[src/rtl/pipelined_adder.sv]
// pipelined_adder: WIDTH-bit adder/subtractor with a HALF (bitwise sum/carry) mode.
// The carry chain is cut into SEG-bit segments with one register stage each.
// Register index 0 holds the accepted operands. Index k+1 holds the beat
// after segment k has been resolved. Index STAGES drives the outputs.
// A single global advance moves every stage together; it is driven by the
// output handshake alone.
module pipelined_adder #(
  parameter int WIDTH = 32,
  parameter int SEG   = 8
) (
  input  logic             clk,
  input  logic             rst_n,
  input  logic             in_valid,
  output logic             in_ready,
  input  logic [WIDTH-1:0] a,
  input  logic [WIDTH-1:0] b,
  input  logic             cin,
  input  logic [1:0]       op,
  output logic             out_valid,
  input  logic             out_ready,
  output logic [WIDTH-1:0] sum,
  output logic [WIDTH-1:0] cvec,
  output logic             cout,
  output logic             ovf
);

  localparam int STAGES = WIDTH / SEG;

  typedef enum logic [1:0] {
    OP_ADD     = 2'b00,
    OP_SUB     = 2'b01,
    OP_HALF    = 2'b10,
    OP_ADD_CIN = 2'b11
  } op_e;

  // Whole pipeline moves when the output slot is empty or being drained
  logic adv;

  // Operand decode at the accept point
  logic [WIDTH-1:0] b_eff;
  logic             c0;
  logic             half0;

  // Stage state. Operands (skew) only needed up to the last adding stage.
  logic [STAGES:0]   vld_q;
  logic [STAGES:0]   c_q;
  logic [STAGES-1:0] half_q;
  logic [WIDTH-1:0]  a_q  [0:STAGES-1];
  logic [WIDTH-1:0]  b_q  [0:STAGES-1];
  logic [WIDTH-1:0]  s_q  [0:STAGES];
  logic [WIDTH-1:0]  cv_q [0:STAGES];
  logic              ovf_q;

  // Next values produced by each segment adder (element k feeds index k+1)
  logic [WIDTH-1:0]  s_d  [0:STAGES-1];
  logic [WIDTH-1:0]  cv_d [0:STAGES-1];
  logic [STAGES-1:0] c_d;
  logic              ovf_d;

  logic [SEG-1:0]    seg_a;
  logic [SEG-1:0]    seg_b;
  logic [SEG:0]      seg_sum;

  assign adv       = !vld_q[STAGES] || out_ready;
  assign in_ready  = adv;
  assign out_valid = vld_q[STAGES];
  assign sum       = s_q[STAGES];
  assign cvec      = cv_q[STAGES];
  assign cout      = c_q[STAGES];
  assign ovf       = ovf_q;

  // Effective second operand and stage-0 carry-in for the requested operation
  always_comb begin
    b_eff = b;
    c0    = 1'b0;
    half0 = 1'b0;
    case (op)
      OP_SUB: begin
        b_eff = ~b;
        c0    = 1'b1;
      end
      OP_ADD_CIN: c0 = cin;
      OP_HALF:    half0 = 1'b1;
      default: ;
    endcase
  end

  // Segment adders: stage k resolves bits [k*SEG +: SEG] using the carry from stage k-1
  always_comb begin
    seg_a   = '0;
    seg_b   = '0;
    seg_sum = '0;
    ovf_d   = 1'b0;
    c_d     = '0;
    for (int k = 0; k < STAGES; k++) begin
      seg_a   = a_q[k][k*SEG +: SEG];
      seg_b   = b_q[k][k*SEG +: SEG];
      seg_sum = {1'b0, seg_a} + {1'b0, seg_b} + {{SEG{1'b0}}, c_q[k]};
      s_d[k]  = s_q[k];
      cv_d[k] = cv_q[k];
      if (half_q[k]) begin
        s_d[k][k*SEG +: SEG]  = seg_a ^ seg_b;
        cv_d[k][k*SEG +: SEG] = seg_a & seg_b;
        c_d[k]                = 1'b0;
      end else begin
        s_d[k][k*SEG +: SEG]  = seg_sum[SEG-1:0];
        cv_d[k][k*SEG +: SEG] = '0;
        c_d[k]                = seg_sum[SEG];
      end
    end
    // Signed overflow: operands agree in sign but the result does not
    ovf_d = !half_q[STAGES-1]
            && (a_q[STAGES-1][WIDTH-1] == b_q[STAGES-1][WIDTH-1])
            && (s_d[STAGES-1][WIDTH-1] != a_q[STAGES-1][WIDTH-1]);
  end

  // Pipeline registers: clear on reset, otherwise shift all stages together on adv
  always_ff @(posedge clk) begin
    if (!rst_n) begin
      vld_q  <= '0;
      c_q    <= '0;
      half_q <= '0;
      ovf_q  <= 1'b0;
      for (int k = 0; k <= STAGES; k++) begin
        s_q[k]  <= '0;
        cv_q[k] <= '0;
      end
      for (int k = 0; k < STAGES; k++) begin
        a_q[k] <= '0;
        b_q[k] <= '0;
      end
    end else if (adv) begin
      vld_q[0]  <= in_valid;
      a_q[0]    <= a;
      b_q[0]    <= b_eff;
      c_q[0]    <= c0;
      half_q[0] <= half0;
      s_q[0]    <= '0;
      cv_q[0]   <= '0;
      for (int k = 0; k < STAGES; k++) begin
        vld_q[k+1] <= vld_q[k];
        s_q[k+1]   <= s_d[k];
        cv_q[k+1]  <= cv_d[k];
        c_q[k+1]   <= c_d[k];
      end
      for (int k = 1; k < STAGES; k++) begin
        a_q[k]    <= a_q[k-1];
        b_q[k]    <= b_q[k-1];
        half_q[k] <= half_q[k-1];
      end
      ovf_q <= ovf_d;
    end
  end

endmodule

[config.mk]
export PLATFORM = sky130hd
export DESIGN_NAME = pipelined_adder
export DESIGN_NICKNAME = d
export VERILOG_FILES = /design/src/rtl/pipelined_adder.sv
export SDC_FILE = /design/constraint.sdc
export NUM_CORES = 1
export LEC_CHECK = 0
export BUFFER_PORTS_ARGS = -buffer_cell sky130_fd_sc_hd__clkbuf_2
export CORE_MARGIN = 2
export CORE_UTILIZATION = 64
export DETAILED_ROUTE_END_ITERATION = 6
export GPL_TIMING_DRIVEN = 0
export PLACE_DENSITY_LB_ADDON = 0.15
export RECOVER_POWER = 100
export REMOVE_ABC_BUFFERS = 1
export SYNTH_ARGS = -nofsm -noshare
export SYNTH_HDL_FRONTEND = slang
export SYNTH_SLANG_ARGS = --single-unit
[constraint.sdc]
create_clock -name clk -period 17.6 [get_ports clk]
set_clock_uncertainty 0.05 [all_clocks]
set_input_delay 3.52 -clock clk [delete_from_list [all_inputs] [get_ports clk]]
set_output_delay 3.52 -clock clk [all_outputs]
set_load 0.02 [all_outputs]
==> metrics.log <==
[metrics] result of the run: finished, violations left
[metrics] failing checks: capacitance limit, slew limit
[metrics] area share of the largest cell type after synthesis: 0.681
[metrics] Final min period: 11.75 ns
[metrics] most instantiated flip-flop cell in the synthesis netlist: edfxtp_1
[metrics] Die Outline Area: 23200 sq um
[metrics] Final Cycle Share: 0.668
[metrics] Hold-fix buffers, CTS: 0
[metrics] synthesized instance count: 999
[metrics] Sum Neg Setup Slack: 0 ns
[metrics] number of remaining DRC errors: 0
[metrics] leakage dissipation: 7.39 nW
[metrics] initial DRC count: 552
[metrics] Sw Ratio: 0.199
[metrics] sequential area share after synthesis: 0.703
[metrics] overall global routing resource usage: 0.200
[metrics] Reg power frac: 0.541
[metrics] power dissipated by switching net loads: 0.335 mW
[metrics] Setup-failing EPs final: 0
[metrics] routing usage on met1: 0.241
[metrics] count of input and output buffers: 138
[metrics] fraction of synthesis flops using an asynchronous set or reset pin: 0
[metrics] Internal Dissipation: 1.35 mW
[metrics] CTS HTree Levels: 2
[metrics] fraction of final layout cells with drive strength greater than 1: 0.114
[metrics] total count of max-transition violations in the final report: 292
[metrics] fill cell count: 1465
[metrics] Die Ht: 152 microns
[metrics] worst endpoint required time: 17.71 ns
[metrics] final-stage net count: 1213
[metrics] power density cells: 105 nW/um^2
[metrics] endpoint class of the critical path: flip-flop
[metrics] timing-limited maximum frequency: 85.1 MHz
[metrics] Synth top cells by count: edfxtp_1, and3_1, nor2_1, clkbuf_1, xnor2_1
[metrics] RSZ-0062 raised after global routing: false
[metrics] placed cell count: 1346
[metrics] largest cells by area after synthesis: edfxtp_1, and3_1, xnor2_1
[metrics] post-CTS resize count: 0
[metrics] average via count per standard cell: 5.68
[metrics] HPWL reported at the end of detailed placement: 13.2 mm
[metrics] WS Path Type: in2reg
[metrics] total power after layout: 1.68 mW
[metrics] Post-synth EDFFs: 320
[metrics] number of synthesized register bits: 335
[metrics] detail-routed net length per standard cell: 16.7 microns
[metrics] Core Util, Final: 0.733
[metrics] Worst Hold Path Cells: 2
[metrics] count of standard-cell rows: 54
[metrics] IR Drop Worst-Case VDD: 0.0987 mV
[metrics] count of max-cap constraint violations: 2
[metrics] TritonCTS buffer count: 34
[metrics] headroom to the max-slew limit: -2.89
[metrics] CTS Buffer Depth: 3
[metrics] met3 capacity usage during global routing: 0.0321
[metrics] Hold WC Path Type: reg2reg
[metrics] post-synthesis cell type with the largest combined area: edfxtp_1
[metrics] area of the core: 21800 sq um
[metrics] iteration count of the initial detailed-routing pass: 7
[metrics] vias in the first global route: 7773
[metrics] transition at the pin with the smallest max-transition slack: 5.84 ns
[metrics] GP Congestion: 0.771
[metrics] CP max FO: 189
[metrics] synthesized area per cell: 14.1 sq um
[metrics] layout overhead on the synthesized area: 13.1%
[metrics] met2 usage in global routing: 0.359
[metrics] data arrival time at the worst-slack endpoint: 11.86 ns
[metrics] number of warnings printed during yosys synthesis: 0
[metrics] initial antenna violation count: 0
[metrics] clock tree from TritonCTS: done
[metrics] ports placed on the boundary: 139
[metrics] power share of the clock group: 0.410
[metrics] netlist area before placement: 14100 sq um
[metrics] Critical Path Source Type: input pin
[metrics] number of different library cells in the post-synthesis netlist: 47
[metrics] routed via count: 7991
[metrics] Combinational Power Share: 0.049
[metrics] final hold violations: 0
[metrics] latest clock arrival within the worst-skew pair: 0.50 ns
[metrics] leading cell type by number of instances after synthesis: edfxtp_1
[metrics] diode insertion count for antenna repair: 0
[metrics] cell depth of the worst flop-to-flop path: 5
[metrics] width of the chip: 152 microns
[metrics] total global routing overflow: 0
[metrics] Final Instance Count excl. Fillers: 1408
[metrics] wire length of the first global-routing pass: 37.6 mm
[metrics] busiest metal layer after global routing: met2
[metrics] Clock Sinks: 335
[metrics] Post CTS Setup Buffer Count: 0
[metrics] post-route antenna net violation count: 0
[metrics] Clk pin slew, worst setup/hold paths: 0.06 ns
[metrics] wire length reported by the detailed router: 23.5 mm
[metrics] largest net degree at the start of global routing: 234
[metrics] clock root cell: clkbuf_16
[metrics] effective utilization at floorplan: 0.648
[final timing paths]
| kind | from | slack [ns] | endpoint |
|---|---|---|---|
| worst max register to register | vld_q[4]$_SDFFE_PN0N_ | 11.94 | s_q[0][99]$_SDFFCE_PN0P_ |
| worst min register to register | vld_q[0]$_SDFFE_PN0N_ | 0.40 | vld_q[0]$_SDFFE_PN0N_ |
| worst max-delay path | rst_n | 5.85 | s_q[0][99]$_SDFFCE_PN0P_ |
| worst min-delay path | vld_q[0]$_SDFFE_PN0N_ | 0.40 | vld_q[0]$_SDFFE_PN0N_ |
[final cells by class]
class / count / area (sq um) / share of cell area
timing repair buffer: 142 / 701 / 0.0439
clock buffer: 48 / 997 / 0.0625
clock inverter: 14 / 88.8 / 0.00557
sequential: 335 / 9910 / 0.621
tap: 280 / 350 / 0.0220
multi-input combinational: 564 / 3800 / 0.238
inverter: 25 / 106 / 0.00667
[layer usage]
| metal | share of wire | up-vias | routed length, microns |
|---|---|---|---|
| met4 | 0.037 | 0 | 878 |
| met1 | 0.40 | 3833 | 9420 |
| met2 | 0.52 | 186 | 12100 |
| li1 | - | 3911 | - |
| met5 | 0 | - | 0 |
| met3 | 0.043 | 61 | 1020 |
[metrics by stage]
step	setup WS [ns]	hold slack, ns	instance area, sq um
after floorplan	6.30	0.382	13800
after global placement	1.54	0.387	14800
after detailed placement	8.30	0.394	15000
after CTS	8.29	0.402	16100
after global routing	4.49	0.423	16000
final	5.85	0.399	16000
[registers in the layout, indices dropped and copies added, names as in the netlist]
register,flops
c_q,5
b_q,80
vld_q,5
cv_q,80
s_q,80
a_q,80
ovf,1
half_q,4
[cell families after synthesis]
| family | count (synthesis) | share of synthesized area |
|---|---|---|
| buffers and inverters | 100 | 0.0283 |
| AND/OR/NAND/NOR | 394 | 0.159 |
| adder cells (fa/ha/maj) | 40 | 0.0397 |
| AO/OA/AOI/OAI | 72 | 0.0333 |
| flip-flops | 335 | 0.703 |
| multiplexers | 7 | 0.00497 |
| XOR/XNOR | 51 | 0.0317 |
[cells in the final DEF, fill, tap and decap left out, types with 23 or more instances in the layout]
master,synthesis,layout
a21oi_1,26,26
clkbuf_16,0,37
edfxtp_1,320,320
clkbuf_1,64,77
nor2_1,79,78
ha_1,32,32
xnor2_1,46,46
inv_1,24,23
and3_1,258,258
clkbuf_2,0,69
[power groups by stage]
| stage | clock, mW | sequential, mW | combinational [mW] |
|---|---|---|---|
| 2_1_floorplan | 0 | 0.930 | 0.0481 |
| 3_3_place_gp | 0 | 0.927 | 0.0789 |
| 3_5_place_dp | 0 | 0.928 | 0.0832 |
| 4_1_cts | 0.704 | 0.911 | 0.0839 |
| 5_1_grt | 0.734 | 0.914 | 0.0926 |
| 6_report | 0.689 | 0.911 | 0.0825 |
[worst max-delay path, cell delays in order]
cell	delay, ns
clkbuf_8	0.21
clkbuf_1	4.07
inv_1	2.07
nor2_1	1.04
inv_8	0.39
buf_16	0.42
Power figures use the tool's default switching activity.
